`src/rtl/seq_stim_tx_pkg.sv`:
```
// Shared constants for the serial stimulus transmitter: FSM encoding, LFSR taps
// and the hit-counter width.
package seq_stim_tx_pkg;

    typedef logic [1:0] state_t;

    localparam state_t ST_IDLE = 2'd0;
    localparam state_t ST_SEND = 2'd1;
    localparam state_t ST_GAP  = 2'd2;

    // Right-shifting Fibonacci form: taps 16,14,13,11 land on bits 0,2,3,5.
    localparam logic [15:0] LFSR_TAPS = 16'h002D;

    localparam int                HIT_W   = 8;
    localparam logic [HIT_W-1:0]  HIT_MAX = '1;

    function automatic logic [15:0] lfsr_step(input logic [15:0] s);
        return {^(s & LFSR_TAPS), s[15:1]};
    endfunction

endpackage

```
`src/rtl/seq_stim_tx_lfsr16.sv`:
```
// 16-bit Fibonacci LFSR; steps once per enabled clock and resets to SEED.
module seq_stim_tx_lfsr16
    import seq_stim_tx_pkg::*;
#(
    parameter logic [15:0] SEED = 16'hACE1
) (
    input  logic        clk,
    input  logic        rst,
    input  logic        en,
    output logic [15:0] state
);

    // NOTE: sequential state uses non-blocking assignment so every flop samples pre-edge values.
    always_ff @(posedge clk or posedge rst) begin
        if (rst) begin
            state <= SEED;
        end else if (en) begin
            state <= lfsr_step(state);
        end
    end

endmodule

```
`src/rtl/seq_stim_tx.sv`:
```
// Serial stimulus transmitter: drives a detector's A input from a pattern word or
// an LFSR, one bit per HOLD cycles, and counts the cycles where the detector's Y is high.
module seq_stim_tx
    import seq_stim_tx_pkg::*;
#(
    parameter int          WIDTH = 8,
    parameter int          HOLD  = 1,
    parameter int          GAP   = 2,
    parameter logic [15:0] SEED  = 16'hACE1
) (
    input  logic                       CLK,
    input  logic                       RST,
    input  logic                       LOAD_VALID,
    output logic                       LOAD_READY,
    input  logic [WIDTH-1:0]           LOAD_DATA,
    input  logic [$clog2(WIDTH+1)-1:0] LOAD_LEN,
    input  logic                       LOAD_MODE,
    input  logic                       ABORT,
    input  logic                       Y,
    output logic                       A,
    output logic                       A_VALID,
    output logic                       DONE,
    output logic [HIT_W-1:0]           HIT_CNT
);

    localparam int LEN_W  = $clog2(WIDTH + 1);
    localparam int HOLD_W = (HOLD > 1) ? $clog2(HOLD) : 1;
    localparam int GAP_W  = (GAP > 1) ? $clog2(GAP) : 1;

    localparam logic [LEN_W-1:0]  LEN_MAX   = LEN_W'(WIDTH);
    localparam logic [HOLD_W-1:0] HOLD_LAST = HOLD_W'(HOLD - 1);
    localparam logic [GAP_W-1:0]  GAP_LAST  = GAP_W'((GAP > 0) ? GAP - 1 : 0);

    state_t            state;
    logic [WIDTH-1:0]  shreg;
    logic [WIDTH-1:0]  shreg_shift;
    logic              mode;
    logic [LEN_W-1:0]  bits_left;
    logic [HOLD_W-1:0] hold_cnt;
    logic [GAP_W-1:0]  gap_cnt;

    logic [LEN_W-1:0]  len_eff;
    logic              in_burst;
    logic              bit_end;
    logic              lfsr_en;
    logic [15:0]       lfsr;
    logic              lfsr_unused;

    assign shreg_shift = shreg >> 1;
    assign in_burst    = (state == ST_SEND) || (state == ST_GAP);
    assign bit_end     = (state == ST_SEND) && (hold_cnt == HOLD_LAST);
    // An aborted bit period never completes, so the sequence does not step on it.
    assign lfsr_en     = bit_end && mode && !ABORT;
    assign lfsr_unused = ^lfsr[15:2];

    // NOTE: every path of a combinational block assigns its outputs, otherwise a latch is inferred.
    always_comb begin
        if ((LOAD_LEN == '0) || (LOAD_LEN > LEN_MAX)) begin
            len_eff = LEN_MAX;
        end else begin
            len_eff = LOAD_LEN;
        end
    end

    seq_stim_tx_lfsr16 #(
        .SEED (SEED)
    ) u_lfsr (
        .clk   (CLK),
        .rst   (RST),
        .en    (lfsr_en),
        .state (lfsr)
    );

    always_ff @(posedge CLK or posedge RST) begin
        if (RST) begin
            state      <= ST_IDLE;
            shreg      <= '0;
            mode       <= 1'b0;
            bits_left  <= '0;
            hold_cnt   <= '0;
            gap_cnt    <= '0;
            A          <= 1'b0;
            A_VALID    <= 1'b0;
            DONE       <= 1'b0;
            LOAD_READY <= 1'b1;
            HIT_CNT    <= '0;
        end else begin
            DONE <= 1'b0;

            if (in_burst && Y && !ABORT && (HIT_CNT != HIT_MAX)) begin
                HIT_CNT <= HIT_CNT + HIT_W'(1);
            end

            case (state)
                ST_IDLE: begin
                    if (LOAD_VALID) begin
                        state      <= ST_SEND;
                        shreg      <= LOAD_DATA;
                        mode       <= LOAD_MODE;
                        bits_left  <= len_eff;
                        hold_cnt   <= '0;
                        A          <= LOAD_MODE ? lfsr[0] : LOAD_DATA[0];
                        A_VALID    <= 1'b1;
                        LOAD_READY <= 1'b0;
                        HIT_CNT    <= '0;
                    end
                end

                ST_SEND: begin
                    if (ABORT) begin
                        state      <= ST_IDLE;
                        A          <= 1'b0;
                        A_VALID    <= 1'b0;
                        LOAD_READY <= 1'b1;
                    end else if (bit_end) begin
                        hold_cnt <= '0;
                        shreg    <= shreg_shift;
                        if (bits_left == LEN_W'(1)) begin
                            A       <= 1'b0;
                            A_VALID <= 1'b0;
                            if (GAP == 0) begin
                                state      <= ST_IDLE;
                                LOAD_READY <= 1'b1;
                                DONE       <= 1'b1;
                            end else begin
                                state   <= ST_GAP;
                                gap_cnt <= GAP_LAST;
                            end
                        end else begin
                            bits_left <= bits_left - LEN_W'(1);
                            // The LFSR steps on this same edge, so its next bit 0 is today's bit 1.
                            A         <= mode ? lfsr[1] : shreg_shift[0];
                        end
                    end else begin
                        hold_cnt <= hold_cnt + HOLD_W'(1);
                    end
                end

                ST_GAP: begin
                    if (ABORT) begin
                        state      <= ST_IDLE;
                        LOAD_READY <= 1'b1;
                    end else if (gap_cnt == '0) begin
                        state      <= ST_IDLE;
                        LOAD_READY <= 1'b1;
                        DONE       <= 1'b1;
                    end else begin
                        gap_cnt <= gap_cnt - GAP_W'(1);
                    end
                end

                default: begin
                    state      <= ST_IDLE;
                    A          <= 1'b0;
                    A_VALID    <= 1'b0;
                    LOAD_READY <= 1'b1;
                end
            endcase
        end
    end

endmodule

```
`config.mk`:
```
export PLATFORM = sky130hd
export DESIGN_NAME = seq_stim_tx
export DESIGN_NICKNAME = d
export VERILOG_FILES = /design/src/rtl/seq_stim_tx_pkg.sv /design/src/rtl/seq_stim_tx_lfsr16.sv /design/src/rtl/seq_stim_tx.sv
export SDC_FILE = /design/constraint.sdc
export NUM_CORES = 1
export LEC_CHECK = 0
export ABC_AREA = 0
export BUFFER_PORTS_ARGS = -buffer_cell sky130_fd_sc_hd__buf_2
export CORE_UTILIZATION = 57
export DETAILED_ROUTE_END_ITERATION = 8
export GPL_TIMING_DRIVEN = 1
export PLACE_DENSITY = 0.78
export SLEW_MARGIN = 25
export SYNTH_ARGS = -nofsm -noshare
export SYNTH_HDL_FRONTEND = slang
export SYNTH_SLANG_ARGS = --single-unit
```
`constraint.sdc`:
```
create_clock -name CLK -period 2.2 [get_ports CLK]
set_clock_uncertainty 0.05 [all_clocks]
set_input_delay 0 -clock CLK [delete_from_list [all_inputs] [get_ports CLK]]
set_output_delay 0 -clock CLK [all_outputs]
set_load 0.05 [all_outputs]
```
Yosys cells after proc, flatten, opt, wreduce, memory -nomap -nowiden
Cells that the tools add are included.
- add/sub/neg operators: 4
- multiply operators: 0
- div/mod/pow operators: 0
- magnitude comparators: 1
- eq/ne operators: 14
- shifts and indexed selects: 0
- mux-type cells: 49
- bitwise gates (word level): 2
- reductions and logical operators: 23
- operators with widths (cell ; number):
    two-way mux 8 bit ; 6
    two-way mux 1 bit ; 24
    two-way mux 4 bit ; 5
    one-hot mux 8 bit (2 select lines) ; 1
    parity 16 bit ; 1
    two-way mux 2 bit ; 6
    inequality test 2 bit, second input constant ; 6
    AND reduction 4 bit ; 3
    AND reduction 5 bit ; 2
    one-hot mux 1 bit (3 select lines) ; 3
    AND reduction 3 bit ; 3
    adder 8 x 1 -> 8 bit, second input constant ; 1
    inequality test 8 bit, second input constant ; 1
    one-hot mux 4 bit (2 select lines) ; 1
    logical AND 1 bit ; 6
    inequality test 3 bit, second input constant ; 2
    one-hot mux 2 bit (3 select lines) ; 1
    == test 4 x 1 -> 1 bit, second input constant ; 1
    > comparator 4 bit, second input constant ; 1
    zero test 4 bit ; 1
    one-hot mux 1 bit (2 select lines) ; 2
    nonzero test 2 bit ; 2
    subtractor 4 x 1 -> 4 bit, second input constant ; 1
    inequality test 3 x 2 -> 1 bit, second input constant ; 1
    other kinds (10) ; 12
- bits in registers: 45
- latch bits: 0
- RAM bits: 0
- bits in read-only memories: 0
- input port bits: 18
- memories kept: 0

Logic depth before layout (Yosys ltp)
- depth after elaboration: 8
- mapped depth: 8
- depth with buffers taken out: 6

By module
Synthesis repeated with hierarchy kept, for this count alone.
- cells, all modules: 202
- area total of the unflattened synthesis: 2259.7 µm²
- by module, submodules not included (module ; times used ; cells each ; area an instance (µm²)):
    seq_stim_tx ; 1 ; 163 ; 1580.3
    seq_stim_tx_lfsr16 ; 1 ; 39 ; 679.4

Worst setup path before layout
Ideal clock, no wire load.
- path type: flip-flop to flip-flop
- start point: reg HIT_CNT[0]
- end point: reg HIT_CNT[1]
- library setup time: 0.122 ns
- arrival: 1.682 ns
- data required time: 2.028 ns
- slack: 0.346 ns
- cell stages (with the launch flop): 6
- buffers on the path: 0
- path through: dfrtp_1 ha_1 nand2_1 o31ai_1 mux2i_1 nor2_1
- word-level cells in the longest chain between the ends: 5
- elaborated cells on any way between the ends: 6
- ends and longest elaborated chain (item ; RTL line ; RTL):
    from (decl) ; seq_stim_tx.sv:23 ; output logic [HIT_W-1:0] HIT_CNT
    from (signal assigned) ; seq_stim_tx.sv:91 ; HIT_CNT <= HIT_CNT + HIT_W'(1);
    parallel branches: the longest is 2 deep, another holds adder 8 x 1 -> 8 bit ; n/a ;
    two-way mux 8 bit * ; seq_stim_tx.sv:90 ; if (in_burst && Y && !ABORT && (HIT_CNT != HIT_MAX)) begin
    two-way mux 8 bit ; seq_stim_tx.sv:96 ; if (LOAD_VALID) begin
    two-way mux 8 bit * ; seq_stim_tx.sv:94 ; case (state)
Every way passes the cells marked *.
A chain may end at the register's enable or synchronous reset.

Final worst setup path
- start point: reg state[0]
- end point: reg bits_left[2]
- word-level cells in the longest chain between the ends: 4
- elaborated cells on any way between the ends: 10
- ends and longest elaborated chain (item ; RTL line ; RTL):
    from (decl) ; seq_stim_tx.sv:34 ; state_t state;
    from (signal assigned) ; seq_stim_tx.sv:76 ; state <= ST_IDLE;
    from (signal assigned) ; seq_stim_tx.sv:97 ; state <= ST_SEND;
    from (signal assigned) ; seq_stim_tx.sv:111 ; state <= ST_IDLE;
    == test 2 x 1 -> 1 bit ; seq_stim_tx.sv:51, seq_stim_tx.sv:94 ;
    logical AND 1 bit ; seq_stim_tx.sv:51 ; assign bit_end = (state == ST_SEND) && (hold_cnt == HOLD_LAST);
    inequality test 2 bit (no source line) ; n/a ;
    AND reduction 5 bit (no source line) ; n/a ;
    to (signal assigned) ; seq_stim_tx.sv:100 ; bits_left <= len_eff;
    to (signal assigned) ; seq_stim_tx.sv:130 ; bits_left <= bits_left - LEN_W'(1);
    to (decl) ; seq_stim_tx.sv:38 ; logic [LEN_W-1:0] bits_left;
Several ways; a longest one is shown, not always the timed one.

==> reports/metrics.yaml <==
power:
  leakage_nw: 1.231
  max-vdd-ir-drop_mv: 0.7892
  p_per_area_nw_per_um2: 1221
floorplan:
  initial_utilization_pct: 60.30
  die_w_um: 64.70
  die-area_um2: 4186
  pin_count: 30
  die_height_um: 64.70
  rows: 22
  core_area_um2: 3716
logic_synthesis:
  async_flop_share_pct: 100.0
  synth_area_um2: 2241
  synth_fp_nets: 221
  synth_seq_cells: 44
  ys.flop_type: "dfrtp_1"
  synth_warnings: 0
  ys_types: 49
  synthCells: 197
  ys_seq_area_share_pct: 49.64
  synth_top_area_share_pct: 39.08
  yosysTopAreaCell: "dfrtp_1"
  syn_area_per_cell_um2: 11.38
  synth_edf_count: 0
  netlist_top_cells_area: "dfrtp_1 (39%), dfstp_2 (11%), mux2_2 (6.0%), mux2_4 (5.4%), mux2i_1 (4.5%)"
timing:
  max_freq_mhz: 511.9
  setup_tns_ns: 0
  rsz0062_at_grt: "false"
  finalCritPeriodShare_pct: 88.80
  period_needed_ns: 1.954
  final-setup-viol-count: 0
  hold_viol: 0
  slew_headroom_pct: 64.27
  maxSlewViolCount: 0
  worst_slew_pin_slew_ns: 0.5359
drt:
  route.detailed.drc: 0
  finalWirelength_um: 4299
  wl_per_cell_um: 14.77
  viasPerCell: 5.570
  drtPass1Iterations: 4
  dr.first_iter.drc_count: 127
  dr_total_vias: 1621
  postRouteAntennaNets: 0
run:
  maxCapViolations: 0
cts:
  cts_buffers: 5
  cts_tree: "yes"
  clockBufferDepth: 2
  cts_max_level: 2
  cts_resized: 0
  cts_sinks: 44
  clk_pin_slew_ns: 0.08
  clk_root_buffer_cell: "clkbuf_8"
  clock_latency_ns: 0.29
critical_path:
  end_kind: "register"
  critPathLaunch: "state[0]"
  critPathLaunchType: "register"
  cp_max_fo: 11
  worstPathArrival_ns: 2.09
  endpoint: "bits_left[2]"
  worstSetupPathType: "reg2reg"
  r2r_cells: 6
  regToRegSetupSlack_ns: 0.25
  r2r-start: "state[0]"
  r2r-end: "bits_left[2]"
  required_ns: 2.33
global_route:
  grt_usage_pct: 22.75
  grt_max_degree: 45
  antenna_found_initial: 0
  grt-ovfl-total: 0
  grt_pass1_wl_um: 7155
  grt_pass1_vias: 1564
cells_and_area:
  syn_to_final_growth_pct: 18.15
  layout.nets: 266
  antenna_cells: 0
  final_cell_mix: "dfrtp_1 (35), buf_2 (29), nand2_1 (16)"
  stdcell_area_um2: 2648
  drive_gt1_share_pct: 31.28
  final_common_cell: "dfrtp_1"
  finalNonFillerCells: 291
status:
  outcome: "complete, no violations"
place:
  gp_congestion: 0.8160
  placed_cell_area_um2: 2440
  dp.cells: 273
  io_buffers: 29
  dpl.hpwl_um: 2884
worst_hold_path:
  min_path_type: "in2reg"
==> stage by stage <==
step / utilization [%] / power, mW / setup WS, ns / hold WS (ns)
after floorplan: - / 2.317 / 0.3464 / 0.09306
after global routing: 71.25 / 3.429 / 0.1201 / 0.01823
after detailed placement: 65.66 / 2.607 / 0.2851 / 0.1221
after CTS: 71.25 / 3.251 / 0.2732 / 0.005296
after global placement: 65.66 / 2.555 / 0.3339 / 0.1155
final: 71.25 / 3.233 / 0.2463 / 0.0005498
==> where the power goes <==
part / total [mW] / leakage, nW / switching, mW / internal, mW
sequential: 1.28 / 0.547 / 0.176 / 1.11
clock: 0.607 / 0.0552 / 0.270 / 0.337
combinational: 1.34 / 0.629 / 0.755 / 0.590
==> flip-flops by register name, summed over array words and instances, names as in the netlist <==
name          cells
A                 1
HIT_CNT           8
state             2
gap_cnt           1
A_VALID           1
u_lfsr.state     16
bits_left         4
LOAD_READY        1
mode              1
hold_cnt          1
DONE              1
shreg             7
==> kinds of logic after synthesis <==
group / Yosys count / share of synthesized area [%]
buf+inv: 13 / 2.959
compound gates: 41 / 11.78
flops: 44 / 49.64
xor+xnor: 5 / 1.955
fa+ha+maj: 6 / 3.350
mux: 31 / 16.36
simple gates: 57 / 13.96
==> cell usage after synthesis, types with 2 or more instances <==
| cell type | instances |
|---|---|
| mux2_2 | 12 |
| nor2b_1 | 3 |
| a21oi_1 | 9 |
| nand3_1 | 5 |
| dfstp_2 | 9 |
| a221o_1 | 2 |
| inv_1 | 8 |
| nor2_1 | 15 |
| nor3b_1 | 2 |
| ha_1 | 6 |
| nand2_1 | 16 |
| xnor2_1 | 3 |
| dfrtp_1 | 35 |
| o31ai_1 | 2 |
| nand4_1 | 2 |
| o21ai_0 | 12 |
| buf_2 | 2 |
| a211oi_1 | 3 |
| o22ai_1 | 2 |
| and2_1 | 2 |
| mux2_4 | 8 |
| mux2i_1 | 10 |
| and3_1 | 2 |
| xor2_1 | 2 |
==> worst max-delay path: stages (launching register included) <==
cell and delay, ns:
dfrtp_1 0.41, inv_1 0.09, ha_1 0.29, mux2_2 0.42, nand2_2 0.18, o22ai_1 0.11
a221o_1 0.29
==> worst min path at each step <==
stage / from / to / slack (ns) / cells past startpoint
final: LOAD_DATA[3] / shreg[3] / 0.0005 / 3
after floorplan: ABORT / hold_cnt / 0.09 / 2
after global placement: RST / HIT_CNT[1] / 0.12 / 3
after detailed placement: RST / HIT_CNT[1] / 0.12 / 3
after CTS: LOAD_DATA[3] / shreg[3] / 0.005 / 3
after global routing: LOAD_DATA[1] / shreg[1] / 0.02 / 3
==> layer usage <==
layer	track usage, %	part of all wire [%]
met1	28.37	47
met2	38.28	49
met3	6.338	3.4
met4	6.667	0.81
met5	0	0
==> layout make-up <==
type | instances | area, µm²
Clock buffer | 6 | 72.57
Clock inverter | 2 | 35.03
Fill cell | 297 | 1069
Inverter | 8 | 30.03
Multi-Input combinational cell | 140 | 1062
Sequential cell | 44 | 1112
Tap cell | 48 | 60.06
Timing Repair Buffer | 43 | 275.3
==> repair_timing <==
| item | CTS | global route |
|---|---|---|
| hold buffers | 10 | 0 |
| hold endpoints to repair | 43 | 0 |
| setup buffers | 0 | 0 |
| setup endpoints to repair | 0 | 0 |
No activity file was read; power rests on OpenSTA's default activity.
